$ cat src/rtl/vga_pkg.sv
// Shared definitions for the VGA front-end: debounce FSM encoding and 25 MHz timing defaults.
package vga_pkg;

  typedef enum logic [1:0] {
    IDLE      = 2'd0,
    PRESS_CHK = 2'd1,
    HELD      = 2'd2,
    REL_CHK   = 2'd3
  } btn_state_t;

  // 20 ms debounce, 0.5 s to first repeat, 0.1 s between repeats at 25 MHz
  localparam int DEBOUNCE_CYCLES_25M = 500000;
  localparam int REPEAT_DELAY_25M    = 12500000;
  localparam int REPEAT_PERIOD_25M   = 2500000;

endpackage

$ cat src/rtl/vga_btn_cond_if.sv
// Button bundle between the board pins and vga_con: raw levels in, clean pulses/levels out.
interface vga_btn_cond_if;

  logic pb_enter_raw;
  logic pb_up_raw;
  logic pb_enter;
  logic pb_up;
  logic enter_held;
  logic up_held;

  // master is the board/stimulus side; slave is the conditioner
  modport master (
    output pb_enter_raw, pb_up_raw,
    input  pb_enter, pb_up, enter_held, up_held
  );

  modport slave (
    input  pb_enter_raw, pb_up_raw,
    output pb_enter, pb_up, enter_held, up_held
  );

endinterface

$ cat src/rtl/btn_debounce.sv
// One button: 2-flop sync + 4-state debounce FSM; press pulse DEBOUNCE_CYCLES+3 edges after a stable
// press, held level likewise; no backpressure. Auto-repeat needs REPEAT=1 and VGA_BTN_REPEAT_EN.
module btn_debounce
  import vga_pkg::*;
#(
  parameter int DEBOUNCE_CYCLES = DEBOUNCE_CYCLES_25M,
  parameter int CNT_W           = $clog2(DEBOUNCE_CYCLES + 1),
  parameter int REPEAT_DELAY    = REPEAT_DELAY_25M,
  parameter int REPEAT_PERIOD   = REPEAT_PERIOD_25M,
  parameter bit REPEAT          = 1'b0
) (
  input  logic vga_clk,
  input  logic rst,
  input  logic raw,
  output logic pulse,
  output logic held
);

  localparam logic [CNT_W-1:0] CNT_LAST = CNT_W'(DEBOUNCE_CYCLES - 1);

  if (DEBOUNCE_CYCLES < 1 || REPEAT_DELAY < 1 || REPEAT_PERIOD < 1) begin : g_param_err
    $error("btn_debounce: DEBOUNCE_CYCLES, REPEAT_DELAY and REPEAT_PERIOD must be >= 1");
  end

  logic             s1;
  logic             s2;
  btn_state_t       state;
  logic [CNT_W-1:0] cnt;
  logic             rpt_hit;

`ifdef VGA_BTN_REPEAT_EN
  if (REPEAT) begin : g_repeat
    localparam int RPT_MAX = (REPEAT_DELAY > REPEAT_PERIOD) ? REPEAT_DELAY : REPEAT_PERIOD;
    localparam int RPT_W   = $clog2(RPT_MAX + 1);

    logic [RPT_W-1:0] rpt_cnt;
    logic             rpt_phase;
    logic [RPT_W-1:0] rpt_target;

    // first repeat waits REPEAT_DELAY HELD cycles, later ones REPEAT_PERIOD
    assign rpt_target = rpt_phase ? RPT_W'(REPEAT_PERIOD) : RPT_W'(REPEAT_DELAY);
    assign rpt_hit    = (state == HELD) && s2 && ((rpt_cnt + 1'b1) == rpt_target);

    always_ff @(posedge vga_clk or posedge rst) begin
      if (rst) begin
        rpt_cnt   <= '0;
        rpt_phase <= 1'b0;
      end else if (state == HELD && s2) begin
        if (rpt_hit) begin
          rpt_cnt   <= '0;
          rpt_phase <= 1'b1;
        end else begin
          rpt_cnt <= rpt_cnt + 1'b1;
        end
      end else begin
        rpt_cnt   <= '0;
        rpt_phase <= 1'b0;
      end
    end
  end else begin : g_no_repeat
    assign rpt_hit = 1'b0;
  end
`else
  assign rpt_hit = 1'b0;
`endif

  always_ff @(posedge vga_clk or posedge rst) begin
    if (rst) begin
      s1    <= 1'b0;
      s2    <= 1'b0;
      state <= IDLE;
      cnt   <= '0;
      pulse <= 1'b0;
      held  <= 1'b0;
    end else begin
      s1    <= raw;
      s2    <= s1;
      pulse <= 1'b0;
      case (state)
        IDLE: begin
          if (s2) begin
            state <= PRESS_CHK;
            cnt   <= '0;
          end
        end
        PRESS_CHK: begin
          if (!s2) begin
            state <= IDLE;
          end else if (cnt == CNT_LAST) begin
            state <= HELD;
            pulse <= 1'b1;
            held  <= 1'b1;
          end else begin
            cnt <= cnt + 1'b1;
          end
        end
        HELD: begin
          if (!s2) begin
            state <= REL_CHK;
            cnt   <= '0;
          end else begin
            pulse <= rpt_hit;
          end
        end
        REL_CHK: begin
          // a bounce back high returns to HELD silently
          if (s2) begin
            state <= HELD;
          end else if (cnt == CNT_LAST) begin
            state <= IDLE;
            held  <= 1'b0;
          end else begin
            cnt <= cnt + 1'b1;
          end
        end
        default: begin
          state <= IDLE;
          held  <= 1'b0;
        end
      endcase
    end
  end

endmodule

$ cat src/rtl/vga_btn_cond.sv
// Enter/up pushbutton conditioner for vga_con: one pulse per press, DEBOUNCE_CYCLES+3 edges latency,
// no backpressure. Define VGA_BTN_REPEAT_EN to add auto-repeat pulses on pb_up while held.
module vga_btn_cond
  import vga_pkg::*;
#(
  parameter int DEBOUNCE_CYCLES = DEBOUNCE_CYCLES_25M,
  parameter int CNT_W           = $clog2(DEBOUNCE_CYCLES + 1),
  parameter int REPEAT_DELAY    = REPEAT_DELAY_25M,
  parameter int REPEAT_PERIOD   = REPEAT_PERIOD_25M
) (
  input logic           vga_clk,
  input logic           rst,
  vga_btn_cond_if.slave btn
);

  btn_debounce #(
    .DEBOUNCE_CYCLES (DEBOUNCE_CYCLES),
    .CNT_W           (CNT_W),
    .REPEAT_DELAY    (REPEAT_DELAY),
    .REPEAT_PERIOD   (REPEAT_PERIOD),
    .REPEAT          (1'b0)
  ) u_enter (
    .vga_clk (vga_clk),
    .rst     (rst),
    .raw     (btn.pb_enter_raw),
    .pulse   (btn.pb_enter),
    .held    (btn.enter_held)
  );

  btn_debounce #(
    .DEBOUNCE_CYCLES (DEBOUNCE_CYCLES),
    .CNT_W           (CNT_W),
    .REPEAT_DELAY    (REPEAT_DELAY),
    .REPEAT_PERIOD   (REPEAT_PERIOD),
    .REPEAT          (1'b1)
  ) u_up (
    .vga_clk (vga_clk),
    .rst     (rst),
    .raw     (btn.pb_up_raw),
    .pulse   (btn.pb_up),
    .held    (btn.up_held)
  );

endmodule

$ cat src/flat_wrapper.sv
// flat-port wrapper written by rule: the top's interface ports become plain ports
module vga_btn_cond_flat import vga_pkg::*;
#(
  parameter int DEBOUNCE_CYCLES = DEBOUNCE_CYCLES_25M,
  parameter int CNT_W           = $clog2(DEBOUNCE_CYCLES + 1),
  parameter int REPEAT_DELAY    = REPEAT_DELAY_25M,
  parameter int REPEAT_PERIOD   = REPEAT_PERIOD_25M
)
  (vga_clk, rst, btn_pb_enter_raw, btn_pb_up_raw, btn_pb_enter, btn_pb_up, btn_enter_held, btn_up_held);
  vga_btn_cond_if btn_i ();
  input logic vga_clk;
  input logic rst;
  input wire logic [$bits(btn_i.pb_enter_raw)-1:0] btn_pb_enter_raw;
  input wire logic [$bits(btn_i.pb_up_raw)-1:0] btn_pb_up_raw;
  output wire logic [$bits(btn_i.pb_enter)-1:0] btn_pb_enter;
  output wire logic [$bits(btn_i.pb_up)-1:0] btn_pb_up;
  output wire logic [$bits(btn_i.enter_held)-1:0] btn_enter_held;
  output wire logic [$bits(btn_i.up_held)-1:0] btn_up_held;
  assign btn_i.pb_enter_raw = btn_pb_enter_raw;
  assign btn_i.pb_up_raw = btn_pb_up_raw;
  assign btn_pb_enter = btn_i.pb_enter;
  assign btn_pb_up = btn_i.pb_up;
  assign btn_enter_held = btn_i.enter_held;
  assign btn_up_held = btn_i.up_held;
  vga_btn_cond #(.DEBOUNCE_CYCLES(DEBOUNCE_CYCLES), .CNT_W(CNT_W), .REPEAT_DELAY(REPEAT_DELAY), .REPEAT_PERIOD(REPEAT_PERIOD)) u_core (.vga_clk(vga_clk), .rst(rst), .btn(btn_i));
endmodule
$ cat config.mk
export PLATFORM = sky130hd
export DESIGN_NAME = vga_btn_cond_flat
export DESIGN_NICKNAME = d
export VERILOG_FILES = /design/src/rtl/vga_pkg.sv /design/src/rtl/vga_btn_cond_if.sv /design/src/rtl/btn_debounce.sv /design/src/rtl/vga_btn_cond.sv /design/src/flat_wrapper.sv
export SDC_FILE = /design/constraint.sdc
export NUM_CORES = 1
export LEC_CHECK = 0
export CAP_MARGIN = 30
export CORE_ASPECT_RATIO = 0.8
export CORE_MARGIN = 5
export CORE_UTILIZATION = 35
export DETAILED_ROUTE_END_ITERATION = 6
export GPL_TIMING_DRIVEN = 1
export PLACE_DENSITY = 0.59
export SYNTH_ARGS = -nofsm -noshare
export SYNTH_HDL_FRONTEND = slang
export SYNTH_SLANG_ARGS = --single-unit
$ cat constraint.sdc
create_clock -name vga_clk -period 2.4 [get_ports vga_clk]
set_input_delay 0.24 -clock vga_clk [delete_from_list [all_inputs] [get_ports vga_clk]]
set_output_delay 0.24 -clock vga_clk [all_outputs]
set_load 0.05 [all_outputs]
; Word level (Yosys, flattened, before mapping)
; Index checks and enable logic that the tools add are counted.
[totals]
reg_bits = 50
wordCells = 90
inputBits = 4
out_inout_bits = 4
[op_classes]
add_sub_neg = 2
n_reduce_logical = 10
n_mux = 42
eq_ne = 24
[op_table]
columns = op, n
row1 = two-way mux 19 bit, 10
row2 = one-hot mux 19 bit (4 select lines), 2
row3 = "adder 19 x 1 -> 19 bit, second input constant", 2
row4 = "equality test 19 bit, second input constant", 2
row5 = two-way mux 2 bit, 12
row6 = "inequality test 2 bit, second input constant", 12
row7 = one-hot mux 2 bit (4 select lines), 2
row8 = AND reduction 4 bit, 4
row9 = two-way mux 1 bit, 14
row10 = "inequality test 3 bit, second input constant", 4
row11 = AND reduction 5 bit, 2
row12 = "equality test 2 bit, second input constant", 4
row13 = "equality test 2 x 1 -> 1 bit, second input constant", 2
row14 = zero test 2 bit, 2
row15 = one-hot mux 1 bit (2 select lines), 2
row16 = nonzero test 2 bit, 2

; Depth between registers and ports, before layout
; Gate-level depths: netlist of run 1.
[depth]
word_depth = 4
depth_mapped = 7
depth_no_buf = 6

; By module
; From an unflattened synthesis of run 1, not the netlist that was laid out.
[unflattened]
cells_unflattened = 286
area_unflattened_um2 = 2715.1
[modules_own_cells]
columns = module, area_per_inst_um2, seq_area_each_um2, cells_per_inst, instances
row1 = btn_debounce, 1357.6, 625.6, 143, 2

; Least setup slack after synthesis of run 1
; OpenSTA, ideal clock, no wires.
[synth_timing]
path_type = flip-flop to flip-flop
startpoint = reg u_core.u_up.cnt[10]
endpoint = reg u_core.u_up.cnt[6]
period_less_slack_ps = 1911
setup_slack_ps = 489
path_stages_with_launch = 6
setup_time_ps = 122
required_ps = 2278
arrival_ps = 1789
n_path_buf = 0
path_cell_list = dfrtp_1 -> or4b_1 -> or3_4 -> o21ai_4 -> inv_2 -> a32o_1
[synth_via]
elab_chain_cells = 4
elab_cells_between_ends = 5
cone_classes = eq/ne (1) / mux (4)
[synth_rtl]
columns = element, line
row1 = "start, declared", btn_debounce.sv:28  ; logic [CNT_W-1:0] cnt;
row2 = "start signal, assigned", btn_debounce.sv:94  ; cnt <= cnt + 1'b1;
row3 = "start signal, assigned", btn_debounce.sv:113  ; cnt <= cnt + 1'b1;
row4 = equality test 19 bit (*), "btn_debounce.sv:89, btn_debounce.sv:109"
row5 = two-way mux 19 bit (*), n/a
row6 = two-way mux 19 bit (on tied branches), n/a
row7 = one-hot mux 19 bit (4 select lines) (*), n/a
; Mark *: on every way between the ends. The rest lies on a longest branch, timed or not. The select of a mux whose other input is x is not followed.
; A chain may end at the register's enable or synchronous reset.

; Worst setup path after layout of run 1
[layout_timing]
startpoint = reg u_core.u_up.cnt[10]
endpoint = reg u_core.u_up.cnt[10]
[layout_via]
elab_chain_cells = 4
elab_cells_between_ends = 6
cone_classes = add/sub (1) / eq/ne (1) / mux (4)
[layout_rtl]
columns = element, line
row1 = adder 19 x 1 -> 19 bit or equality test 19 bit (tied branches), n/a
row2 = two-way mux 19 bit (*), "btn_debounce.sv:89, btn_debounce.sv:109"
row3 = two-way mux 19 bit (on tied branches), "btn_debounce.sv:107, btn_debounce.sv:87"
row4 = one-hot mux 19 bit (4 select lines) (*), btn_debounce.sv:79  ; case (state)
; Marked as above.

==> impl_metrics.py, run 1 <==
metrics = {
    "status": {
        "status": "complete, no violations",
    },
    "routing": {
        "wl_per_cell_um": 14.3,
        "vias": 2241,
        "vias_per_cell": 5.47,
        "ant_nets": 0,
        "drtIter0Drc": 137,
        "firstDrtPassIters": 4,
        "drt_wl_total_mm": 5.88,
        "route.detailed.drc": 0,
    },
    "clock_tree": {
        "cts.clk_slew.worst_paths_ns": 0.09,
        "cts_tree": "yes",
        "post_cts_resized": 0,
        "clockRootBuffer": "clkbuf_8",
        "cts_setup_buffers": 0,
        "cts_hold_buf": 0,
        "cts_made_buffers": 5,
        "htree_levels": 2,
        "cts_buffer_depth": 2,
        "clk-insertion-delay-late_ns": 0.30,
        "cts_sinks": 50,
    },
    "logic_synthesis": {
        "synth_top_area_cell": "dfrtp_1",
        "seq_area_frac_synth_pct": 47.0,
        "synth_area_mm2": 0.00266,
        "ys_ff_latch": 50,
        "synthCells": 285,
        "ys_top_cells_by_area": "dfrtp_1 (47%), nand2_1 (5.1%), o21ai_0 (4.5%), nand3_1 (3.2%), o31ai_1 (3.1%)",
        "synth_cell_types": 48,
        "synth.yosys.warnings": 0,
        "yosysTopAreaCellShare_pct": 47.0,
        "synth.avg_cell_area_um2": 9.34,
        "async_reset_ff_share_pct": 100,
        "synth-edff-count": 0,
        "synth_nets": 291,
        "synth-main-ff-cell": "dfrtp_1",
    },
    "floorplanning": {
        "start_util_pct": 36.0,
        "die_area_mm2": 0.00946,
        "core-area_mm2": 0.00739,
        "pin_count": 8,
        "num_rows": 28,
        "die_w_um": 107,
        "die_y_um": 88.0,
    },
    "sta": {
        "slew_viol_final": 0,
        "timing.fmax_mhz": 482,
        "fin_crit_sh_pct": 86.4,
        "fin_worst_skew_ns": 0.00345,
        "worst_pin_slew_ns": 0.584,
        "final-hold-violation-count": 0,
        "tns_ns": 0,
        "worst_slack_ns": 0.326,
        "min_period_ns": 2.07,
        "setup_viol": 0,
        "slew_headroom_pct": 60.9,
        "rsz0062_at_grt": "false",
    },
    "setup_path": {
        "crit_path_end_kind": "flop",
        "startpoint_type": "flop",
        "crit_arrival_ns": 2.27,
        "cp_data_required_time_ns": 2.60,
        "critPathKind": "reg -> reg",
        "crit_fanout": 15,
        "ff2ff_setup_slack_ns": 0.33,
    },
    "global_routing": {
        "track_usage_pct": 13.6,
        "overflow": 0,
        "grt_antenna_before_repair": 0,
        "grt_pass1_wl_mm": 10.3,
        "grt_pass1_vias": 2057,
        "grt_max_degree": 25,
    },
    "power": {
        "intPower_mw": 1.11,
        "cellPowerDensity_mw_per_mm2": 491,
        "swShare_pct": 25.2,
        "pwr-share-seq_pct": 59.9,
        "vdd_drop_max_uv": 294,
        "p_sw_mw": 0.373,
        "pwr-share-comb_pct": 7.9,
        "clockPowerShare_pct": 32.3,
        "p_leak_nw": 1.24,
    },
    "finish": {
        "final_nets": 311,
        "antenna_cells": 0,
        "fin_cells": 410,
        "syn_to_final_growth_pct": 13.2,
        "final_layout_size_suffix_gt1_share_pct": 10.5,
        "postLayoutCoreUtil_pct": 40.7,
    },
    "placed_design": {
        "placedCellCount": 403,
        "post-place-ws_ns": 0.355,
        "dp_hpwl_mm": 4.12,
        "place_congestion": 0.848,
        "port_buffers": 7,
    },
    "flow_run": {
        "maxCapViolCount": 0,
    },
    "hold_path": {
        "hold_class": "in -> async",
    },
}
[worst max-delay path: stages (launching register included)]
cell	delay [ns]
dfrtp_1	0.45
or4b_1	0.55
or3_4	0.39
o21ai_4	0.17
buf_4	0.23
o21ai_1	0.09
o31ai_1	0.09
[sequential cells by signal, summed over array words and instances, names as in the netlist, named ones only]
signal / cells
u_core.u_enter.cnt: 19
u_core.u_up.cnt: 19
u_core.u_enter.held: 1
u_core.u_enter.pulse: 1
u_core.u_enter.s1: 1
u_core.u_enter.s2: 1
u_core.u_enter.state: 1
u_core.u_up.held: 1
u_core.u_up.pulse: 1
u_core.u_up.s1: 1
u_core.u_up.s2: 1
u_core.u_up.state: 1
[layer usage]
layer / wire length (µm) / vias to the layer above / part of all wire [%] / track usage [%]
met1: 3220 / 1080 / 55 / 21.4
met4: 69 / 0 / 1.2 / 4.01
li1: - / 1101 / - / -
met5: 0 / - / 0 / 0
met2: 2330 / 53 / 40 / 18.7
met3: 261 / 7 / 4.4 / 2.65
[area by class of cell]
cell class / instances / area [µm²]
fill: 743 / 4380
multi-input combinational: 216 / 1330
sequential: 50 / 1250
timing repair buffer: 23 / 190
tap: 105 / 131
clock buffer: 7 / 76.3
inverter: 9 / 33.8
[power groups by stage]
stage | logic (mW) | registers, mW | clock network (mW)
after global placement | 0.117 | 0.900 | 0
after detailed placement | 0.119 | 0.902 | 0
after floorplan | 0.0799 | 0.896 | 0
final | 0.117 | 0.885 | 0.477
after CTS | 0.119 | 0.885 | 0.501
after global routing | 0.133 | 0.889 | 0.536
[through the flow]
stage	area (µm²)	hold slack [ns]	power, mW
6_report	3010	0.276	1.48
5_1_grt	3010	0.322	1.56
4_1_cts	3010	0.294	1.50
3_5_place_dp	2940	0.341	1.02
3_3_place_gp	2940	0.335	1.02
2_1_floorplan	2660	0.271	0.975
[cell usage after synthesis (3+ instances only)]
cell      instances
o21ai_0          24
nand2_1          36
nor3_1            6
and4_1            3
o31ai_1          11
a22o_1            4
o21ai_1           8
o41ai_1           4
a21oi_1          13
or4_1             3
clkbuf_1          6
and2_1            4
or2_2             3
xor2_1            4
nand4_1          13
mux2i_1           7
nor2_1           19
inv_1             8
or3_1             3
a31oi_1           3
nand3_1          17
dfrtp_1          50
[cells by family (layout without fill, tap and decap cells)]
group / after synthesis / after routing / synth area share, %
DFF: 50 / 50 / 47.0
buffers and inverters: 19 / 39 / 3.34
and+or+nand+nor: 119 / 119 / 23.6
muxes: 8 / 8 / 3.06
adders and majority gates: 2 / 2 / 0.940
AOI/OAI and AO/OA: 81 / 81 / 20.1
xor gates and xnor gates: 6 / 6 / 1.97
[cell usage in the layout, fill, tap and decap left out, types with 5 or more instances in the layout]
| cell type | n |
|---|---|
| dfrtp_1 | 50 |
| o31ai_1 | 11 |
| nand4_1 | 13 |
| inv_1 | 7 |
| clkbuf_8 | 5 |
| nor3_1 | 6 |
| nand2_1 | 36 |
| a21oi_1 | 13 |
| buf_4 | 16 |
| nor2_1 | 19 |
| nand3_1 | 17 |
| clkdlybuf4s50_1 | 7 |
| mux2i_1 | 7 |
| o21ai_1 | 8 |
| o21ai_0 | 24 |
[worst paths after layout]
path | start | to | depth (start not counted)
worst min register to register | u_core.u_up.s1$_DFF_PP0_ | u_core.u_up.s2$_DFF_PP0_ | 0
worst max-delay path | u_core.u_up.cnt[10]$_DFFE_PP0P_ | u_core.u_up.cnt[10]$_DFFE_PP0P_ | 6
max in group asynchronous | rst | u_core.u_up.s1$_DFF_PP0_ | 3
worst max register to register | u_core.u_up.cnt[10]$_DFFE_PP0P_ | u_core.u_up.cnt[10]$_DFFE_PP0P_ | 6
worst min-delay path | rst | u_core.u_enter.s1$_DFF_PP0_ | 2
min in group vga_clk | u_core.u_up.s1$_DFF_PP0_ | u_core.u_up.s2$_DFF_PP0_ | 0
No activity file was read; power rests on OpenSTA's default activity.
==> run 2: changes to the inputs <==
--- a/config.mk
+++ b/config.mk
@@ -11,7 +11,7 @@
 export CORE_UTILIZATION = 35
 export DETAILED_ROUTE_END_ITERATION = 6
 export GPL_TIMING_DRIVEN = 1
-export PLACE_DENSITY = 0.59
+export PLACE_DENSITY = 0.62
 export SYNTH_ARGS = -nofsm -noshare
 export SYNTH_HDL_FRONTEND = slang
 export SYNTH_SLANG_ARGS = --single-unit
==> impl_metrics.py, run 2 (synthesized netlist as in run 1, its figures left out) <==
metrics = {
    "status": {
        "status": "complete, no violations",
    },
    "finish": {
        "final_cell_area_mm2": 0.00308,
        "postLayoutCoreUtil_pct": 41.7,
        "final_nets": 310,
        "final_cell_mix": "dfrtp_1 (50), nand2_1 (36), o21ai_0 (24)",
        "final_common_cell": "dfrtp_1",
        "syn_to_final_growth_pct": 15.8,
        "biggestRegsByFlops": "u_core.u_enter.cnt x19, u_core.u_up.cnt x19",
        "fill_cells": 731,
        "antenna_cells": 0,
        "final_layout_size_suffix_gt1_share_pct": 11.1,
    },
    "global_routing": {
        "grt_max_degree": 28,
        "grt_pass1_vias": 2061,
        "track_usage_pct": 13.3,
        "overflow": 0,
        "grt_antenna_before_repair": 0,
        "grt_pass1_wl_mm": 10.2,
    },
    "setup_path": {
        "crit_fanout": 16,
        "cp_num_buf_inv": 1,
        "crit_arrival_ns": 2.41,
        "cpLargestDelayFamily": "simple AND/OR/NAND/NOR gates",
        "r2r_start": "u_core.u_up.cnt[10]$_DFFE_PP0P_",
        "rr_endpoint": "u_core.u_up.cnt[6]$_DFFE_PP0P_",
        "r2r_cells": 5,
        "cp_data_required_time_ns": 2.60,
        "cpPeakStageDelay_ns": 0.54,
        "startpoint_type": "flop",
        "worstPathCellList": "or4b_1 > or3_4 > o21ai_4 > inv_2 > a32o_1",
        "critPathKind": "reg -> reg",
        "ff2ff_setup_slack_ns": 0.19,
        "slowest_stage": "or4b_1",
        "crit_path_end_kind": "flop",
    },
    "floorplanning": {
        "core-area_mm2": 0.00739,
        "pin_count": 8,
        "num_rows": 28,
        "start_util_pct": 36.0,
        "die_y_um": 88.0,
        "die_area_mm2": 0.00946,
        "die_w_um": 107,
    },
    "routing": {
        "route.detailed.drc": 0,
        "vias": 2203,
        "drtIter0Drc": 158,
        "ant_nets": 0,
        "wl_per_cell_um": 14.0,
        "drt_wl_total_mm": 5.73,
        "firstDrtPassIters": 4,
        "vias_per_cell": 5.37,
    },
    "sta": {
        "slew_headroom_pct": 60.2,
        "tns_ns": 0,
        "fin_crit_sh_pct": 91.9,
        "slew_viol_final": 0,
        "timing.fmax_mhz": 453,
        "final-hold-violation-count": 0,
        "fin_worst_skew_ns": 0.0128,
        "setup_viol": 0,
        "rsz0062_at_grt": "false",
        "worst_pin_slew_ns": 0.597,
        "min_period_ns": 2.21,
        "whs_ns": 0.320,
    },
    "clock_tree": {
        "cts_hold_buf": 0,
        "htree_levels": 2,
        "cts_buffer_depth": 2,
        "cts_setup_buffers": 0,
        "cts_made_buffers": 5,
        "cts_tree": "yes",
        "cts.clk_slew.worst_paths_ns": 0.10,
        "cts_sinks": 50,
        "clockRootBuffer": "clkbuf_8",
        "clk-insertion-delay-late_ns": 0.30,
        "post_cts_resized": 0,
    },
    "placed_design": {
        "postPlaceCellArea_mm2": 0.00294,
        "dp_hpwl_mm": 4.08,
        "port_buffers": 7,
        "place_congestion": 0.790,
    },
    "power": {
        "cellPowerDensity_mw_per_mm2": 559,
        "p_leak_nw": 1.28,
        "vdd_drop_max_uv": 317,
    },
    "flow_run": {
        "maxCapViolCount": 0,
    },
    "hold_path": {
        "hold_class": "in -> async",
    },
}
[run 2: worst max-delay path by stage]
stage                                     endpoint                             from  slack (ns)  depth (start not counted)
floorplan           u_core.u_up.cnt[6]$_DFFE_PP0P_  u_core.u_up.cnt[10]$_DFFE_PP0P_        0.49                          5
global placement    u_core.u_up.cnt[6]$_DFFE_PP0P_  u_core.u_up.cnt[10]$_DFFE_PP0P_        0.26                          5
detailed placement  u_core.u_up.cnt[6]$_DFFE_PP0P_  u_core.u_up.cnt[10]$_DFFE_PP0P_        0.21                          5
CTS                 u_core.u_up.cnt[6]$_DFFE_PP0P_  u_core.u_up.cnt[10]$_DFFE_PP0P_        0.20                          5
global route        u_core.u_up.cnt[4]$_DFFE_PP0P_  u_core.u_up.cnt[10]$_DFFE_PP0P_         0.1                          6
finish              u_core.u_up.cnt[6]$_DFFE_PP0P_  u_core.u_up.cnt[10]$_DFFE_PP0P_        0.19                          5
[run 2: layout make-up]
class                   instances  area (µm²)  area share (%)
multi-input cells             216        1330            43.1
flip-flops and latches         50        1250            40.6
repair buffers                 22         195            6.33
well taps                     105         131            4.26
clock buffers                   6        82.6            2.68
clock inverters                 2        60.1            1.95
inverters                       9        33.8            1.10
[run 2: report_power, final]
group	total (mW)	internal (mW)	switching, mW
Combinational	0.118	0.0445	0.0732
Clock	0.721	0.445	0.277
Sequential	0.885	0.861	0.0233
[run 2: worst register-to-register path: stages, from the launching register on]
cell and delay, ns:
dfrtp_1 0.45, or4b_1 0.54, or3_4 0.39, o21ai_4 0.41, inv_2 0.07, a32o_1 0.25
[run 2: per-layer routing]
layer	up-vias	share of wire, %	track usage [%]
met3	7	3.8	2.43
met4	0	0.98	3.10
met5	-	0	0
li1	1092	-	-
met1	1065	54	20.6
met2	39	41	19.1
[run 2: metrics by stage]
step | power (mW) | setup slack [ns] | instances
finish | 1.72 | 0.193 | 410
global route | 1.81 | 0.0977 | 410
CTS | 1.75 | 0.203 | 410
detailed placement | 1.02 | 0.207 | 402
global placement | 1.02 | 0.256 | 402
floorplan | 0.975 | 0.489 | 285
